<file path="src/rtl/ram_rd_check_if.sv">
// RAM read-check bus: start/RAM port/result signals for ram_rd_check.
// master = checker side, slave = RAM/writer/environment side.
interface ram_rd_check_if #(
  parameter int ADDR_W = 5,
  parameter int DATA_W = 8
);
  logic              rd_start;
  logic              ram_en;
  logic              ram_we;
  logic [ADDR_W-1:0] ram_addr;
  logic [DATA_W-1:0] ram_rd_data;
  logic              rd_valid;
  logic [DATA_W-1:0] rd_data;
  logic              busy;
  logic              done;
  logic              err_flag;
  logic [7:0]        err_cnt;

  modport master (
    input  rd_start, ram_rd_data,
    output ram_en, ram_we, ram_addr,
    output rd_valid, rd_data,
    output busy, done, err_flag, err_cnt
  );

  modport slave (
    output rd_start, ram_rd_data,
    input  ram_en, ram_we, ram_addr,
    input  rd_valid, rd_data,
    input  busy, done, err_flag, err_cnt
  );
endinterface

</file>
<file path="src/rtl/ram_rd_check.sv">
// Sequential RAM read pass with optional pattern check (mem[A] == A).
// Define RD_CHECK_EN to build the comparison / error counting logic.
module ram_rd_check #(
  parameter int DEPTH  = 32,
  parameter int ADDR_W = 5,
  parameter int DATA_W = 8
) (
  input  logic sys_clk,
  input  logic sys_rst_n,
  ram_rd_check_if.master bus
);

  typedef enum logic [1:0] {
    IDLE,
    READ,
    DRAIN,
    DONE
  } state_t;

  localparam logic [ADDR_W-1:0] LAST = ADDR_W'(DEPTH - 1);

  state_t state;
  state_t state_n;
  logic   start_acc;
  logic   en_d;

  assign start_acc  = bus.rd_start && (state == IDLE);
  assign bus.ram_we = 1'b0;

  always_ff @(posedge sys_clk) begin
    if (!sys_rst_n) state <= IDLE;
    else            state <= state_n;
  end

  always_comb begin
    state_n = state;
    unique case (state)
      IDLE:  if (start_acc) state_n = READ;
      READ:  if (bus.ram_addr == LAST) state_n = DRAIN;
      DRAIN: state_n = DONE;
      DONE:  state_n = IDLE;
      default: state_n = IDLE;
    endcase
  end

  // en_d marks the cycle the RAM word is on ram_rd_data
  always_ff @(posedge sys_clk) begin
    if (!sys_rst_n) begin
      bus.ram_en   <= 1'b0;
      bus.ram_addr <= '0;
      bus.busy     <= 1'b0;
      bus.done     <= 1'b0;
      bus.rd_valid <= 1'b0;
      bus.rd_data  <= '0;
      en_d         <= 1'b0;
    end else begin
      bus.ram_en   <= (state_n == READ);
      bus.ram_addr <= (state == READ && state_n == READ)
                    ? bus.ram_addr + 1'b1 : '0;
      bus.busy     <= (state_n != IDLE);
      bus.done     <= (state == DONE);
      en_d         <= bus.ram_en;
      bus.rd_valid <= en_d;
      if (en_d) bus.rd_data <= bus.ram_rd_data;
    end
  end

`ifdef RD_CHECK_EN
  logic [ADDR_W-1:0] addr_d;
  logic [DATA_W-1:0] exp_word;

  assign exp_word = DATA_W'(addr_d);

  always_ff @(posedge sys_clk) begin
    if (!sys_rst_n) begin
      addr_d       <= '0;
      bus.err_flag <= 1'b0;
      bus.err_cnt  <= '0;
    end else begin
      addr_d <= bus.ram_addr;
      if (start_acc) begin
        bus.err_flag <= 1'b0;
        bus.err_cnt  <= '0;
      end else if (en_d && bus.ram_rd_data != exp_word) begin
        bus.err_flag <= 1'b1;
        if (bus.err_cnt != 8'hFF)
          bus.err_cnt <= bus.err_cnt + 1'b1;
      end
    end
  end
`else
  assign bus.err_flag = 1'b0;
  assign bus.err_cnt  = '0;
`endif

endmodule
</file>
<file path="src/flat_wrapper.sv">
// flat-port wrapper written by rule: the top's interface ports become plain ports
module ram_rd_check_flat 
#(
  parameter int DEPTH  = 32,
  parameter int ADDR_W = 5,
  parameter int DATA_W = 8
)
  (sys_clk, sys_rst_n, bus_rd_start, bus_ram_rd_data, bus_ram_en, bus_ram_we, bus_ram_addr, bus_rd_valid, bus_rd_data, bus_busy, bus_done, bus_err_flag, bus_err_cnt);
  ram_rd_check_if #(.ADDR_W(ADDR_W), .DATA_W(DATA_W)) bus_i ();
  input  logic sys_clk;
  input  logic sys_rst_n;
  input wire logic [$bits(bus_i.rd_start)-1:0] bus_rd_start;
  input wire logic [$bits(bus_i.ram_rd_data)-1:0] bus_ram_rd_data;
  output wire logic [$bits(bus_i.ram_en)-1:0] bus_ram_en;
  output wire logic [$bits(bus_i.ram_we)-1:0] bus_ram_we;
  output wire logic [$bits(bus_i.ram_addr)-1:0] bus_ram_addr;
  output wire logic [$bits(bus_i.rd_valid)-1:0] bus_rd_valid;
  output wire logic [$bits(bus_i.rd_data)-1:0] bus_rd_data;
  output wire logic [$bits(bus_i.busy)-1:0] bus_busy;
  output wire logic [$bits(bus_i.done)-1:0] bus_done;
  output wire logic [$bits(bus_i.err_flag)-1:0] bus_err_flag;
  output wire logic [$bits(bus_i.err_cnt)-1:0] bus_err_cnt;
  assign bus_i.rd_start = bus_rd_start;
  assign bus_i.ram_rd_data = bus_ram_rd_data;
  assign bus_ram_en = bus_i.ram_en;
  assign bus_ram_we = bus_i.ram_we;
  assign bus_ram_addr = bus_i.ram_addr;
  assign bus_rd_valid = bus_i.rd_valid;
  assign bus_rd_data = bus_i.rd_data;
  assign bus_busy = bus_i.busy;
  assign bus_done = bus_i.done;
  assign bus_err_flag = bus_i.err_flag;
  assign bus_err_cnt = bus_i.err_cnt;
  ram_rd_check #(.DEPTH(DEPTH), .ADDR_W(ADDR_W), .DATA_W(DATA_W)) u_core (.sys_clk(sys_clk), .sys_rst_n(sys_rst_n), .bus(bus_i));
endmodule
</file>
<file path="config.mk">
export PLATFORM = sky130hd
export DESIGN_NAME = ram_rd_check_flat
export DESIGN_NICKNAME = d
export VERILOG_FILES = /design/src/rtl/ram_rd_check_if.sv /design/src/rtl/ram_rd_check.sv /design/src/flat_wrapper.sv
export SDC_FILE = /design/constraint.sdc
export NUM_CORES = 1
export LEC_CHECK = 0
export BUFFER_PORTS_ARGS = -buffer_cell sky130_fd_sc_hd__buf_4
export CAP_MARGIN = 20
export CELL_PAD_IN_SITES_DETAIL_PLACEMENT = 1
export CELL_PAD_IN_SITES_GLOBAL_PLACEMENT = 1
export CORE_ASPECT_RATIO = 0.9
export CORE_MARGIN = 8
export CORE_UTILIZATION = 29
export CTS_CLUSTER_DIAMETER = 100
export DETAILED_ROUTE_END_ITERATION = 6
export PLACE_DENSITY_LB_ADDON = 0.25
export SLEW_MARGIN = 10
export SYNTH_ARGS = -nofsm -noshare
export SYNTH_HDL_FRONTEND = slang
export SYNTH_SLANG_ARGS = --single-unit
</file>
<file path="constraint.sdc">
create_clock -name sys_clk -period 1.6 [get_ports sys_clk]
set_clock_uncertainty 0.1 [all_clocks]
set_input_delay 0 -clock sys_clk [delete_from_list [all_inputs] [get_ports sys_clk]]
set_output_delay 0 -clock sys_clk [all_outputs]
set_load 0.01 [all_outputs]
</file>
=== Yosys cells after proc, flatten, opt, wreduce, memory -nomap -nowiden ===
Cells that the tools add are included.
Widths: inputs -> output; s select.

* Logic and storage cells: 22
* Output and inout bits: 27
* Input port bits: 11
* Flip-flop bits (word level): 20

* Add/subtract/negate cells: 1
* Mux-type cells: 3
* Eq/ne operators: 5
* Reduce and logical (&&, ||, !) cells: 5

{| class="wikitable"
|+ Operators with widths
! cell !! count
|-
| $pmux 2 s4 || 1
|-
| $add 5x1->5 const B || 1
|-
| $eq 5x5->1 const B || 1
|-
| $eq 2x1->1 const B || 2
|-
| $eq 2x2->1 const B || 2
|-
| $mux 2 || 2
|-
| $logic_and 1x1->1 || 2
|-
| $logic_not 2->1 || 1
|-
| $reduce_and 2->1 || 1
|-
| $reduce_bool 2->1 || 1
|}

=== Depth between registers and ports, before layout ===
* Word-level depth: 7
* Gate-level depth with buffers: 6
* Mapped depth without buffers: 6

=== Worst setup path after synthesis ===
No wires, ideal clock.

* Kind: reg-to-reg
* Start point: reg u_core.bus.ram_addr[0]
* End point: reg u_core.bus.ram_addr[2]
* Data arrival time: 1439 ps
* Data required time: 1436 ps
* Period minus slack after synthesis: 1603 ps
* Setup slack: -3 ps
* Path buffers: 0
* Cell stages (with the launch flop): 7
* Setup time: 64 ps
* Path through: dfxtp_1 > ha_1 > and3_1 > ha_1 > nand2b_2 > or2_1 > nor2_1

* Word-level cells in the longest chain between the ends: 6
* Elaborated cells between the ends (all ways): 7
* Classes of those cells: add/sub (1); eq/ne (2); mux (2); reduce/logical (2)

{| class="wikitable"
|+ Ends and longest elaborated chain
! element !! RTL line !! text
|-
| from (decl) || ram_rd_check_if.sv:21 || <nowiki>output ram_en, ram_we, ram_addr,</nowiki>
|-
| from (signal assigned) || ram_rd_check.sv:58 || <nowiki>bus.ram_addr <= (state == READ && state_n == READ)</nowiki>
|-
| $eq 5x5->1 || ram_rd_check.sv:39 || <nowiki>READ: if (bus.ram_addr == LAST) state_n = DRAIN;</nowiki>
|-
| $mux 2 || ram_rd_check.sv:39 ||
|-
| $pmux 2 s4 || ram_rd_check.sv:37 || <nowiki>unique case (state)</nowiki>
|-
| $eq 2x1->1 || ram_rd_check.sv:58 ||
|-
| $logic_and 1x1->1 || ram_rd_check.sv:58 ||
|-
| $reduce_and 2->1 (no line) || - ||
|}

Several ways; a longest one is shown, not always the timed one.
A chain may end at the register's enable or synchronous reset.

=== Final worst setup path ===
Same ends and word-level chain as after synthesis.

==> impl_metrics.env <==
export IMPL_syn_inst=79
export IMPL_drc=0
export IMPL_maxSlewViolCount=0
export IMPL_cts_sinks=20
export IMPL_postLayoutCellArea_um2=1167
export IMPL_max_cap_viol_count=0
export IMPL_finalHoldViolations=0
export IMPL_pin_count=38
export IMPL_antenna_cells=0
export IMPL_die_w_um=71.48
export IMPL_wirelength_um=1799
export IMPL_ir_drop_v=0.0003439
export IMPL_clock_path_buffers=2
export IMPL_synth_cell_types=21
export IMPL_reg2regPathDepth=6
export IMPL_dpl_cell_area_um2=1003
export IMPL_crit_required_ns=1.74
export IMPL_synthAdderAreaFrac_pct=3.115
export IMPL_synth_simple_area_share_pct=21.34
export IMPL_fin_crit_sh_pct=96.52
export IMPL_antenna_found_initial=0
export IMPL_timing_rr_end="u_core.bus.ram_addr[2]"
export IMPL_syn_to_final_growth_pct=45.33
export IMPL_synth_xor_area_share_pct=2.181
export IMPL_setup_viol=0
export IMPL_crit_path_start="u_core.bus.ram_addr[0]"
export IMPL_io_buffers=27
export IMPL_hold_depth=1
export IMPL_core_area_um2=2680
export IMPL_yosysWarnings=0
export IMPL_start_util_pct=29.97
export IMPL_r2r_start="u_core.bus.ram_addr[0]"
export IMPL_cp_arrival_ns=1.69
export IMPL_overflow=0
export IMPL_detail_route_iter0_violations=24
export IMPL_fin_setup_tns_ns=0
export IMPL_synth_compound_area_share_pct=1.402
export IMPL_min_to="u_core.en_d"
export IMPL_max_freq_ghz=0.6475
export IMPL_rrSetupSlack_ns=0.06
export IMPL_ys_seq_elements=20
export IMPL_rows=18
export IMPL_die_h_um=65.93
export IMPL_ys_seq_area_share_pct=49.84
export IMPL_grt_max_degree=16
export IMPL_worst_hold_startpoint="u_core.bus.ram_en"
export IMPL_ant_nets=0
export IMPL_fillers=312
export IMPL_hp_class="flip-flop to flip-flop"
export IMPL_leakage_nw=0.5234
export IMPL_grt_pass1_wl_um=3070
export IMPL_layout_nets=133
export IMPL_synth_mux_area_fraction_pct=11.21
export IMPL_start_kind="flip-flop"
export IMPL_crit_fanout=4
export IMPL_syn_area_um2=803.3
export IMPL_ys_top_cells_by_area="dfxtp_1 50%, mux2i_1 11%, buf_4 9.3%"
export IMPL_cp_end_kind="flip-flop"
export IMPL_status="complete, no violations"
export IMPL_synth_top_family_by_area="simple AND/OR/NAND/NOR gates"
export IMPL_syn_area_per_cell_um2=10.17
export IMPL_power_density_nw_per_um2=819.4
export IMPL_root_buffer="clkbuf_4"
export IMPL_clkSlewWorstSetupHoldPaths_ns=0.12
export IMPL_synth_top_area_share_pct=49.84
export IMPL_gp_congestion=0.6571
export IMPL_cts_buffers=3
export IMPL_htree_levels=1
export IMPL_num_vias=605
export IMPL_grtUsageTotal_pct=8.025
export IMPL_grt_pass1_vias=655
export IMPL_dp_hpwl_um=1281
export IMPL_layout_min_cycle_time_ns=1.544
export IMPL_tritoncts="built"
export IMPL_worstSetupPathType="flip-flop to flip-flop"
export IMPL_via_per_inst=4.060
export IMPL_clkLatencyLatePin_ns=0.29
export IMPL_dr_pass1_iters=4
export IMPL_synth_area_leader_cell="dfxtp_1"
export IMPL_drive_above_1_share_pct=33.61
export IMPL_die_area_um2=4712
export IMPL_avgRoutedWirePerCell_um=12.07
==> routing by layer <==
metal / global-route usage, % / part of all wire [%] / vias up
li1: - / - / 314
met1: 9.225 / 47 / 269
met2: 12.71 / 43 / 22
met3: 4.697 / 10 / 0
met4: 1.527 / 0 / 0
met5: 0 / 0 / -
==> synthesized netlist by cell type <==
cell       n
xor2_1     1
or2_1      1
buf_2      1
nand3_1    1
nand2b_2   1
clkbuf_1   1
nor2b_1    8
and3_1     2
nand2b_1   2
ha_1       2
o22ai_1    1
nor3_1     1
conb_1     1
buf_4     10
nor2_1     6
xnor2_1    1
a21oi_1    1
dfxtp_1   20
nand2_1    3
and2_1     6
mux2i_1    9
==> metrics by stage <==
step	worst slack, ns	cells	hold slack (ns)	power, mW	util (%)
finish	0.05561	149	0.3836	0.9566	43.56
global route	-0.01091	149	0.4201	1.013	43.56
CTS	0.002608	149	0.3877	0.9707	42.95
detailed placement	-0.005579	134	0.1680	0.6519	37.44
global placement	0.04159	134	0.1597	0.6494	37.44
floorplan	0.02559	88	0.02817	0.6147	-
==> critical path, cell delays in order, from the launching register on <==
cell      delay, ns
dfxtp_2        0.34
ha_2           0.18
and3_1         0.18
ha_2           0.17
nand2b_4       0.15
or2_4          0.27
nor2_2         0.10
==> cell type report <==
class	count	area [µm²]	area share, %
clock buffer	4	36.28	3.108
multi-input combinational	56	370.4	31.73
sequential	20	402.9	34.51
tap	30	37.54	3.215
timing repair buffer	39	320.3	27.44
==> kinds of logic after synthesis <==
logic type	Yosys count
muxes	9
adders and majority gates	2
AOI/OAI and AO/OA	2
buffers and inverters	12
other	1
and+or+nand+nor	31
xor gates and xnor gates	2
DFF	20
==> layout by cell type (no fill, tap or decap), types with 2 or more instances in the layout <==
cell and instances:
and2_1 6, nor2_2 2, mux2i_1 9, nor2_1 4, dfxtp_2 2, and3_1 2
nor2b_1 8, nand2_1 3, dfxtp_1 18, conb_1 10, buf_4 28, clkbuf_4 3
nand2b_1 2, ha_2 2, dlygate4sd3_1 11
==> worst max-delay path by stage <==
| stage | end | slack [ns] | cells after the start |
|---|---|---|---|
| global route | u_core.bus.ram_addr[2] | -0.01 | 6 |
| global placement | u_core.bus.ram_addr[3] | 0.04 | 6 |
| CTS | u_core.bus.ram_addr[2] | 0.003 | 6 |
| floorplan | u_core.bus.ram_addr[2] | 0.03 | 6 |
| finish | u_core.bus.ram_addr[2] | 0.06 | 6 |
| detailed placement | u_core.bus.ram_addr[2] | -0.006 | 6 |
==> power by group <==
part           internal, mW  switching (mW)  total [mW]
combinational        0.0777          0.0538       0.131
clock                 0.138           0.152       0.290
sequential            0.517          0.0177       0.535
total                 0.733           0.223       0.957
==> repair_timing <==
item,CTS,global route
buffers inserted,0,0
pin swaps,1,1
hold buffers,11,0
endpoints found under the hold margin,15,0
resized for setup,1,6
endpoints found under the setup margin,3,3
==> state kept, by name, indices dropped and copies added, names as in the netlist <==
| signal | flops |
|---|---|
| u_core.bus.busy | 1 |
| u_core.bus.done | 1 |
| u_core.bus.ram_addr | 5 |
| u_core.bus.ram_en | 1 |
| u_core.bus.rd_data | 8 |
| u_core.bus.rd_valid | 1 |
| u_core.en_d | 1 |
| u_core.state | 2 |
Power figures use the tool's default switching activity.
